$ cat src/rtl/direction_select_ctrl_pkg.sv
// Shared constants for the direction select controller: direction codes,
// mode encoding and the press priority encoder.
package direction_select_ctrl_pkg;

    localparam logic [1:0] DIR_UP    = 2'b00;
    localparam logic [1:0] DIR_RIGHT = 2'b01;
    localparam logic [1:0] DIR_DOWN  = 2'b10;
    localparam logic [1:0] DIR_LEFT  = 2'b11;

    typedef enum logic {
        MODE_MANUAL = 1'b0,
        MODE_SCAN   = 1'b1
    } mode_e;

    // Event vector bit order: [0]=up, [1]=right, [2]=down, [3]=left.
    function automatic logic [1:0] dir_code(input logic [3:0] ev);
        logic [1:0] code;
        code = DIR_LEFT;
        if (ev[0])      code = DIR_UP;
        else if (ev[1]) code = DIR_RIGHT;
        else if (ev[2]) code = DIR_DOWN;
        return code;
    endfunction

endpackage

$ cat src/rtl/direction_select_ctrl_button_debounce.sv
// Per-button 2-flop synchroniser and debouncer; press is a one-cycle pulse
// registered on the cycle the stable level rises.
module button_debounce #(
    parameter int DEBOUNCE_CYCLES = 16
) (
    input  logic clk,
    input  logic reset,
    input  logic raw,
    output logic stable,
    output logic press
);

    localparam int CW = $clog2(DEBOUNCE_CYCLES + 1);

    logic          r_sync1;
    logic          r_sync2;
    logic          r_stable;
    logic          r_press;
    logic [CW-1:0] r_cnt;

    always_ff @(posedge clk) begin
        if (reset) begin
            r_sync1  <= 1'b0;
            r_sync2  <= 1'b0;
            r_stable <= 1'b0;
            r_press  <= 1'b0;
            r_cnt    <= '0;
        end else begin
            r_sync1 <= raw;
            r_sync2 <= r_sync1;
            r_press <= 1'b0;
            if (r_sync2 != r_stable) begin
                // The flip happens on the edge that would complete the count.
                if (r_cnt == CW'(DEBOUNCE_CYCLES - 1)) begin
                    r_stable <= r_sync2;
                    r_press  <= r_sync2;
                    r_cnt    <= '0;
                end else begin
                    r_cnt <= r_cnt + CW'(1);
                end
            end else begin
                r_cnt <= '0;
            end
        end
    end

    assign stable = r_stable;
    assign press  = r_press;

endmodule

$ cat src/rtl/direction_select_ctrl.sv
// Latches the last pressed direction as select1:select0 for the direction mux.
// Optional AUTO_SCAN_EN adds an idle-triggered auto-scan mode.
module direction_select_ctrl
    import direction_select_ctrl_pkg::*;
#(
    parameter int DEBOUNCE_CYCLES = 16,
    parameter int IDLE_CYCLES     = 4096,
    parameter int SCAN_PERIOD     = 1024
) (
    input  logic clk,
    input  logic reset,
    input  logic up,
    input  logic right,
    input  logic down,
    input  logic left,
    output logic select0,
    output logic select1,
    output logic valid,
    output logic sel_change,
    output logic scanning
);

    logic [3:0] w_raw;
    logic [3:0] w_stable;
    logic [3:0] w_press;
    logic [3:0] w_event;
    logic       w_any_event;
    logic [1:0] w_event_code;
    logic       w_scan_step;

    logic [1:0] r_sel;
    logic       r_valid;
    logic       r_sel_change;

    assign w_raw = {left, down, right, up};

    for (genvar g = 0; g < 4; g++) begin : g_btn
        button_debounce #(
            .DEBOUNCE_CYCLES(DEBOUNCE_CYCLES)
        ) u_btn (
            .clk   (clk),
            .reset (reset),
            .raw   (w_raw[g]),
            .stable(w_stable[g]),
            .press (w_press[g])
        );
    end

    assign w_event      = w_press & w_stable;
    assign w_any_event  = |w_event;
    assign w_event_code = dir_code(w_event);

`ifdef AUTO_SCAN_EN
    localparam int IW = $clog2(IDLE_CYCLES + 1);
    localparam int SW = $clog2(SCAN_PERIOD + 1);

    mode_e         r_mode;
    mode_e         w_mode_next;
    logic [IW-1:0] r_idle_cnt;
    logic [SW-1:0] r_scan_cnt;
    logic          w_idle;
    logic          w_idle_done;
    logic          w_scanning;

    assign w_idle      = r_valid && (w_stable == 4'b0000);
    assign w_idle_done = w_idle && (r_idle_cnt == IW'(IDLE_CYCLES - 1));
    assign w_scan_step = (r_mode == MODE_SCAN) && (r_scan_cnt == SW'(SCAN_PERIOD - 1));

    always_ff @(posedge clk) begin
        if (reset) r_mode <= MODE_MANUAL;
        else       r_mode <= w_mode_next;
    end

    always_comb begin
        w_mode_next = r_mode;
        case (r_mode)
            MODE_MANUAL: if (!w_any_event && w_idle_done) w_mode_next = MODE_SCAN;
            MODE_SCAN:   if (w_any_event) w_mode_next = MODE_MANUAL;
            default:     w_mode_next = MODE_MANUAL;
        endcase
    end

    always_comb begin
        w_scanning = (r_mode == MODE_SCAN);
    end

    always_ff @(posedge clk) begin
        if (reset || w_any_event) begin
            r_idle_cnt <= '0;
            r_scan_cnt <= '0;
        end else if (r_mode == MODE_MANUAL) begin
            r_idle_cnt <= (w_idle && !w_idle_done) ? r_idle_cnt + IW'(1) : '0;
            r_scan_cnt <= '0;
        end else begin
            r_idle_cnt <= '0;
            r_scan_cnt <= w_scan_step ? '0 : r_scan_cnt + SW'(1);
        end
    end

    assign scanning = w_scanning;
`else
    assign w_scan_step = 1'b0;
    assign scanning    = 1'b0;
`endif

    // A press always beats a scan step landing on the same edge.
    always_ff @(posedge clk) begin
        if (reset) begin
            r_sel        <= DIR_UP;
            r_valid      <= 1'b0;
            r_sel_change <= 1'b0;
        end else if (w_any_event) begin
            r_sel        <= w_event_code;
            r_valid      <= 1'b1;
            r_sel_change <= (w_event_code != r_sel);
        end else if (w_scan_step) begin
            r_sel        <= r_sel + 2'd1;
            r_sel_change <= 1'b1;
        end else begin
            r_sel_change <= 1'b0;
        end
    end

    assign select0    = r_sel[0];
    assign select1    = r_sel[1];
    assign valid      = r_valid;
    assign sel_change = r_sel_change;

endmodule
$ cat config.mk
export PLATFORM = sky130hd
export DESIGN_NAME = direction_select_ctrl
export DESIGN_NICKNAME = d
export VERILOG_FILES = /design/src/rtl/direction_select_ctrl_pkg.sv /design/src/rtl/direction_select_ctrl_button_debounce.sv /design/src/rtl/direction_select_ctrl.sv
export SDC_FILE = /design/constraint.sdc
export NUM_CORES = 1
export LEC_CHECK = 0
export CORE_MARGIN = 5
export CORE_UTILIZATION = 38
export DETAILED_ROUTE_END_ITERATION = 7
export GPL_TIMING_DRIVEN = 1
export PLACE_DENSITY = 0.64
export SLEW_MARGIN = 0
export SYNTH_ARGS = -nofsm -noshare
export SYNTH_HDL_FRONTEND = slang
export SYNTH_HIERARCHICAL = 1
export SYNTH_SLANG_ARGS = --single-unit
$ cat constraint.sdc
create_clock -name clk -period 1.9 [get_ports clk]
set_clock_uncertainty 0.05 [all_clocks]
set_input_delay 0.38 -clock clk [delete_from_list [all_inputs] [get_ports clk]]
set_output_delay 0.38 -clock clk [all_outputs]
set_load 0.005 [all_outputs]
==> metrics.yaml, run 1 <==
power_and_ir_drop:
  power_switching_uw: 284
  comb_power_share_pct: 2.8
  peakVddDrop_v: 0.000330
  pwr-share-clk_pct: 38.5
  powerDensity_mw_per_mm2: 832
  swShare_pct: 19.5
  internal_power_mw: 1.17
  seq_power_share_pct: 58.8
  cellLeakagePower_nw: 0.663
placed_design:
  gp_congestion: 0.775
  dp_hpwl_um: 1520
  io_buffers: 9
  place_area_sq_mm: 0.00166
setup_path:
  required_ns: 1.47
  reg2reg_depth: 5
  cpMaxStageDelayCell: "clkdlybuf4s50_1"
  crit_path_max_incr_delay_ns: 0.54
  crit_family: "buffers and inverters"
  critPathLaunchType: "flip-flop"
  cp.arrival_ns: 1.25
  end_kind: "output pin"
  critPathMaxFanout: 6
  crit_chain: "clkdlybuf4s50_1"
  crit_buf_inv: 1
  critPathKind: "flip-flop to output pin"
  cp.depth: 1
detailed_routing:
  drc_errors: 0
  drt-initial-drc-count: 31
  wl_per_cell_um: 10.0
  firstDrtPassIters: 4
  wl_um: 2060
  avgViaCountPerCell: 4.62
  dr_total_vias: 951
  ant_nets: 0
grt:
  gr-total-overflow: 0
  grt_usage_pct: 9.77
  grt_max_degree: 25
  grt_pass1_wl_um: 3960
  antenna_found_initial: 0
  grt_pass1_vias: 931
clock_network:
  cts.clk_slew.worst_paths_ns: 0.07
  cts.sinks: 40
  cts_hold_buf: 0
  post_cts_buffers: 0
  clkLatencyLatePin_ns: 0.28
  cts_buffer_depth: 2
  cts_resized: 0
  cts_max_level: 2
  cts_buffers: 5
  cts_tree: "yes"
  clock-root-buffer: "clkbuf_8"
sta:
  finalSetupTns_ns: 0
  drv_slew: 0
  setup_violations: 0
  hold_violations: 0
  fin_crit_sh_pct: 88.7
  hold-worst-slack_ns: 0.386
  rsz0062_at_grt: "false"
  period_needed_ns: 1.68
  fmax_ghz: 0.594
yosys:
  synthesis.area_sq_mm: 0.00149
  syn_area_per_cell_sq_um: 10.6
  synthArstFlopShare_pct: 0
  synth_edf_count: 0
  synth-warning-count: 6
  synth_ff_type: "dfxtp_1"
  synth_cell_types: 25
  synth_nets: 155
  synthCells: 141
  synth-seq-cells: 40
  yosysSeqAreaShare_pct: 53.6
finish:
  fin_nets: 171
  multi_input_area_sq_um: 654
  areaGrowthSynthToFinish_pct: 16.9
  n_antenna_cell: 0
  drive_above_1_share_pct: 10.8
  regArea_sq_um: 801
  design_area_sq_mm: 0.00175
  fillers: 395
status:
  outcome: "complete, no violations"
floorplan:
  die_h_um: 72.7
  rows: 22
  core-area_sq_mm: 0.00374
  pin_count: 11
  start_util_pct: 39.9
  die_area_sq_mm: 0.00528
  fp.dieW_um: 72.7
min_path:
  hold_path.class: "flip-flop to flip-flop"
  hold_path_depth: 1
job:
  cap_violations: 0
## cell type report
class,instances,share of cell area [%]
clock buffers,8,5.16
flip-flops and latches,40,45.9
repair buffers,10,6.31
inverters,8,1.72
multi-input cells,92,37.5
well taps,48,3.44
## power by group through the flow
| stage | clock [mW] | sequential (mW) | combinational [mW] |
|---|---|---|---|
| 2_1_floorplan | 0 | 0.872 | 0.0188 |
| 3_3_place_gp | 0 | 0.873 | 0.0399 |
| 3_5_place_dp | 0 | 0.873 | 0.0406 |
| 4_1_cts | 0.586 | 0.854 | 0.0408 |
| 5_1_grt | 0.615 | 0.855 | 0.0450 |
| 6_report | 0.559 | 0.854 | 0.0400 |
## sequential cells by signal, indices dropped and copies added (netlist names)
register / count
sel_change: 1
g_btn.u_btn/r_sync2: 4
r_sel: 2
g_btn.u_btn/press: 4
g_btn.u_btn/r_cnt: 20
g_btn.u_btn/r_sync1: 4
g_btn.u_btn/stable: 4
valid: 1
## placed cells by master, fill, tap and decap left out
cell | synthesis | routed
nand2_1 | 3 | 3
xnor2_1 | 8 | 8
clkbuf_8 | 0 | 6
nand3_1 | 4 | 4
dfxtp_1 | 40 | 40
nor2_1 | 26 | 26
mux2i_1 | 4 | 4
xor2_1 | 4 | 4
o21ai_1 | 1 | 1
a211oi_2 | 1 | 1
inv_1 | 8 | 8
buf_12 | 0 | 1
ha_1 | 8 | 8
nor2b_1 | 8 | 8
nor3b_1 | 1 | 1
clkbuf_1 | 0 | 2
a21oi_1 | 3 | 3
conb_1 | 1 | 1
or3_4 | 4 | 4
o211a_1 | 1 | 1
and3_1 | 4 | 4
a22o_2 | 1 | 1
and2_1 | 2 | 2
and4bb_2 | 4 | 4
o211ai_1 | 1 | 1
and3b_1 | 1 | 1
clkdlybuf4s50_1 | 0 | 9
nand4b_1 | 2 | 2
## Yosys cell counts, drive strengths merged (3+ instances only)
master	n	area share [%]
xor2	4	2.3
or3	4	3.0
and4bb	4	3.4
xnor2	8	4.7
mux2i	4	2.7
inv	8	2.0
a21oi	3	1.0
nor2b	8	3.4
nand2	3	0.75
nand3	4	1.3
nor2	26	6.5
and3	4	1.7
ha	8	6.7
dfxtp	40	54
## cells by family after synthesis
family                   Yosys count  share of synthesized area (%)
AO/OA/AOI/OAI                      8                           4.02
XOR/XNOR                          12                           7.04
adder cells (fa/ha/maj)            8                           6.71
buffers and inverters              9                           2.51
flip-flops                        40                           53.6
multiplexers                       4                           2.68
other                              1                          0.251
AND/OR/NAND/NOR                   59                           23.1
## through the flow
| step | cells | setup WS, ns | power [mW] | utilization (%) |
|---|---|---|---|---|
| 4_1_cts | 206 | 0.209 | 1.48 | 46.6 |
| 5_1_grt | 206 | 0.162 | 1.52 | 46.6 |
| 3_5_place_dp | 198 | 0.252 | 0.914 | 44.2 |
| 6_report | 206 | 0.216 | 1.45 | 46.6 |
| 2_1_floorplan | 141 | 0.403 | 0.891 | - |
| 3_3_place_gp | 198 | 0.294 | 0.913 | 44.2 |
## layer usage
| metal | share of wire [%] | track usage (%) |
|---|---|---|
| met4 | 0.97 | 4.30 |
| met1 | 47 | 11.5 |
| met5 | 0 | 0 |
| met3 | 5.6 | 4.55 |
| met2 | 47 | 15.1 |
## final timing paths
path                                      startpoint                            endpoint  slack [ns]
hold reg to reg    g_btn[2].u_btn/r_sync1$_SDFF_PP0_   g_btn[2].u_btn/r_sync2$_SDFF_PP0_        0.39
setup reg to reg  g_btn[1].u_btn/r_cnt[0]$_SDFF_PP0_  g_btn[1].u_btn/r_cnt[2]$_SDFF_PP0_        0.30
hold / removal     g_btn[2].u_btn/r_sync1$_SDFF_PP0_   g_btn[2].u_btn/r_sync2$_SDFF_PP0_        0.39
setup / recovery               r_sel[1]$_SDFFE_PP0P_                             select1        0.22
## worst register-to-register path, delay by kind of cell, from the launching register on
family                     cells  cell delay (ns)
DFF                            1             0.33
adders and majority gates      2             0.44
and+or+nand+nor                3             0.73
No activity file was read; power rests on OpenSTA's default activity.
==> run 2: changes to the inputs <==
--- a/config.mk
+++ b/config.mk
@@ -5,7 +5,6 @@
 export SDC_FILE = /design/constraint.sdc
 export NUM_CORES = 1
 export LEC_CHECK = 0
-export CORE_MARGIN = 5
 export CORE_UTILIZATION = 38
 export DETAILED_ROUTE_END_ITERATION = 7
 export GPL_TIMING_DRIVEN = 1
==> metrics.yaml, run 2 (same netlist as run 1, synthesis figures left out) <==
sta:
  setup_violations: 0
  fin_ws_ns: 0.204
  period_needed_ns: 1.70
  hold-worst-slack_ns: 0.387
  finalSetupTns_ns: 0
  rsz0062_at_grt: "false"
  fin_crit_sh_pct: 89.3
  fmax_ghz: 0.590
  drv_slew: 0
  hold_violations: 0
detailed_routing:
  firstDrtPassIters: 4
  wl_met2_um: 995
  dr_total_vias: 961
  drt-met1-wl_um: 1020
  ant_nets: 0
  wl_met3_um: 77
  wl_um: 2150
  drt-initial-drc-count: 38
  topRoutingLayerUsed: "met4"
  drc_errors: 0
  wl_per_cell_um: 10.4
  avgViaCountPerCell: 4.67
setup_path:
  critPathMaxFanout: 6
  crit_path_max_incr_delay_ns: 0.54
  cp.arrival_ns: 1.27
  reg2reg_depth: 5
  crit_family: "buffers and inverters"
  required_ns: 1.47
  cpMaxStageDelayCell: "clkdlybuf4s50_1"
  reg2reg_to: "g_btn[0].u_btn/r_cnt[2]$_SDFF_PP0_"
  reg2reg_slack_ns: 0.29
  critPathLaunchType: "flip-flop"
  crit_buf_inv: 1
  end_kind: "output pin"
  crit_chain: "clkdlybuf4s50_1"
  rr_startpoint: "g_btn[0].u_btn/r_cnt[0]$_SDFF_PP0_"
  critPathKind: "flip-flop to output pin"
placed_design:
  place_area_sq_mm: 0.00166
  placed_cells: 198
  dp_hpwl_um: 1540
  pre_cts_slack_ns: 0.268
  gp_congestion: 0.743
  io_buffers: 9
floorplan:
  die_h_um: 64.7
  rows: 22
  fp.dieW_um: 64.7
  start_util_pct: 40.2
  pin_count: 11
  core-area_sq_mm: 0.00372
  die_area_sq_mm: 0.00418
power_and_ir_drop:
  p_total_mw: 1.46
  cellLeakagePower_nw: 0.663
  peakVddDrop_v: 0.000399
  powerDensity_mw_per_mm2: 834
clock_network:
  cts_max_level: 2
  clock-root-buffer: "clkbuf_8"
  cts_buffers: 5
  cts.sinks: 40
  post_cts_buffers: 0
  clkLatencyLatePin_ns: 0.29
  cts.clk_slew.worst_paths_ns: 0.07
  cts_tree: "yes"
  cts_buffer_depth: 2
  cts_hold_buf: 0
  cts_resized: 0
min_path:
  hp-start: "g_btn[1].u_btn/r_sync1$_SDFF_PP0_"
  hold_path_depth: 1
  hold_path.class: "flip-flop to flip-flop"
  holdPathEnd: "g_btn[1].u_btn/r_sync2$_SDFF_PP0_"
grt:
  gr-total-overflow: 0
  antenna_found_initial: 0
  grt_max_degree: 25
  grt_usage_pct: 12.7
  grt_pass1_vias: 947
  grt_pass1_wl_um: 3880
finish:
  final_common_cell: "dfxtp_1"
  drive_above_1_share_pct: 10.8
  fin_util_pct: 47.0
  regMostFlops: "g_btn.u_btn/r_cnt"
  areaGrowthSynthToFinish_pct: 16.9
  n_antenna_cell: 0
  fin_nets: 171
  design_area_sq_mm: 0.00175
  final_cell_count_no_fill: 206
  final_cell_mix: "40 x dfxtp_1, 26 x nor2_1, 9 x clkdlybuf4s50_1"
  largest_register_ffs: 20
job:
  cap_violations: 0
status:
  outcome: "complete, no violations"
## run 2: cell counts in the layout (fill, tap and decap cells not counted)
No cell type changed its count.
## run 2: metal layers
metal	GRT usage, %	up-vias
li1	-	496
met1	14.1	444
met2	19.7	14
met3	4.75	7
met4	9.17	0
met5	0	-
## run 2: how the worst max path moves through the flow
stage / start / to / slack, ns / cells after the start
2_1_floorplan: g_btn[0].u_btn/r_cnt[0]$_SDFF_PP0_ / g_btn[0].u_btn/r_cnt[2]$_SDFF_PP0_ / 0.40 / 5
3_3_place_gp: reset / g_btn[3].u_btn/r_cnt[0]$_SDFF_PP0_ / 0.30 / 4
3_5_place_dp: reset / g_btn[2].u_btn/r_cnt[3]$_SDFF_PP0_ / 0.27 / 4
4_1_cts: r_sel[0]$_SDFFE_PP0P_ / select0 / 0.20 / 1
5_1_grt: r_sel[0]$_SDFFE_PP0P_ / select0 / 0.14 / 1
6_report: r_sel[1]$_SDFFE_PP0P_ / select1 / 0.20 / 1
## run 2: where the power goes
group / internal (mW) / total (mW) / switching (mW)
Clock: 0.296 / 0.562 / 0.266
Combinational: 0.0246 / 0.0402 / 0.0156
Sequential: 0.849 / 0.854 / 0.00547
Total: 1.17 / 1.46 / 0.287
## run 2: cell type report
class / instances / area (sq um)
Multi-Input combinational cell: 92 / 654
Timing Repair Buffer: 10 / 110
Inverter: 8 / 30.0
Clock buffer: 8 / 90.1
Sequential cell: 40 / 801
Tap cell: 48 / 60.1
Fill cell: 358 / 1970
==> run 3: changes to the inputs <==
--- a/config.mk
+++ b/config.mk
@@ -5,6 +5,7 @@
 export SDC_FILE = /design/constraint.sdc
 export NUM_CORES = 1
 export LEC_CHECK = 0
+export ABC_CLOCK_PERIOD_IN_PS = 1900
 export CORE_UTILIZATION = 38
 export DETAILED_ROUTE_END_ITERATION = 7
 export GPL_TIMING_DRIVEN = 1
==> results of run 3 <==
Final layout, timing and power as in run 2 (identical DEF).
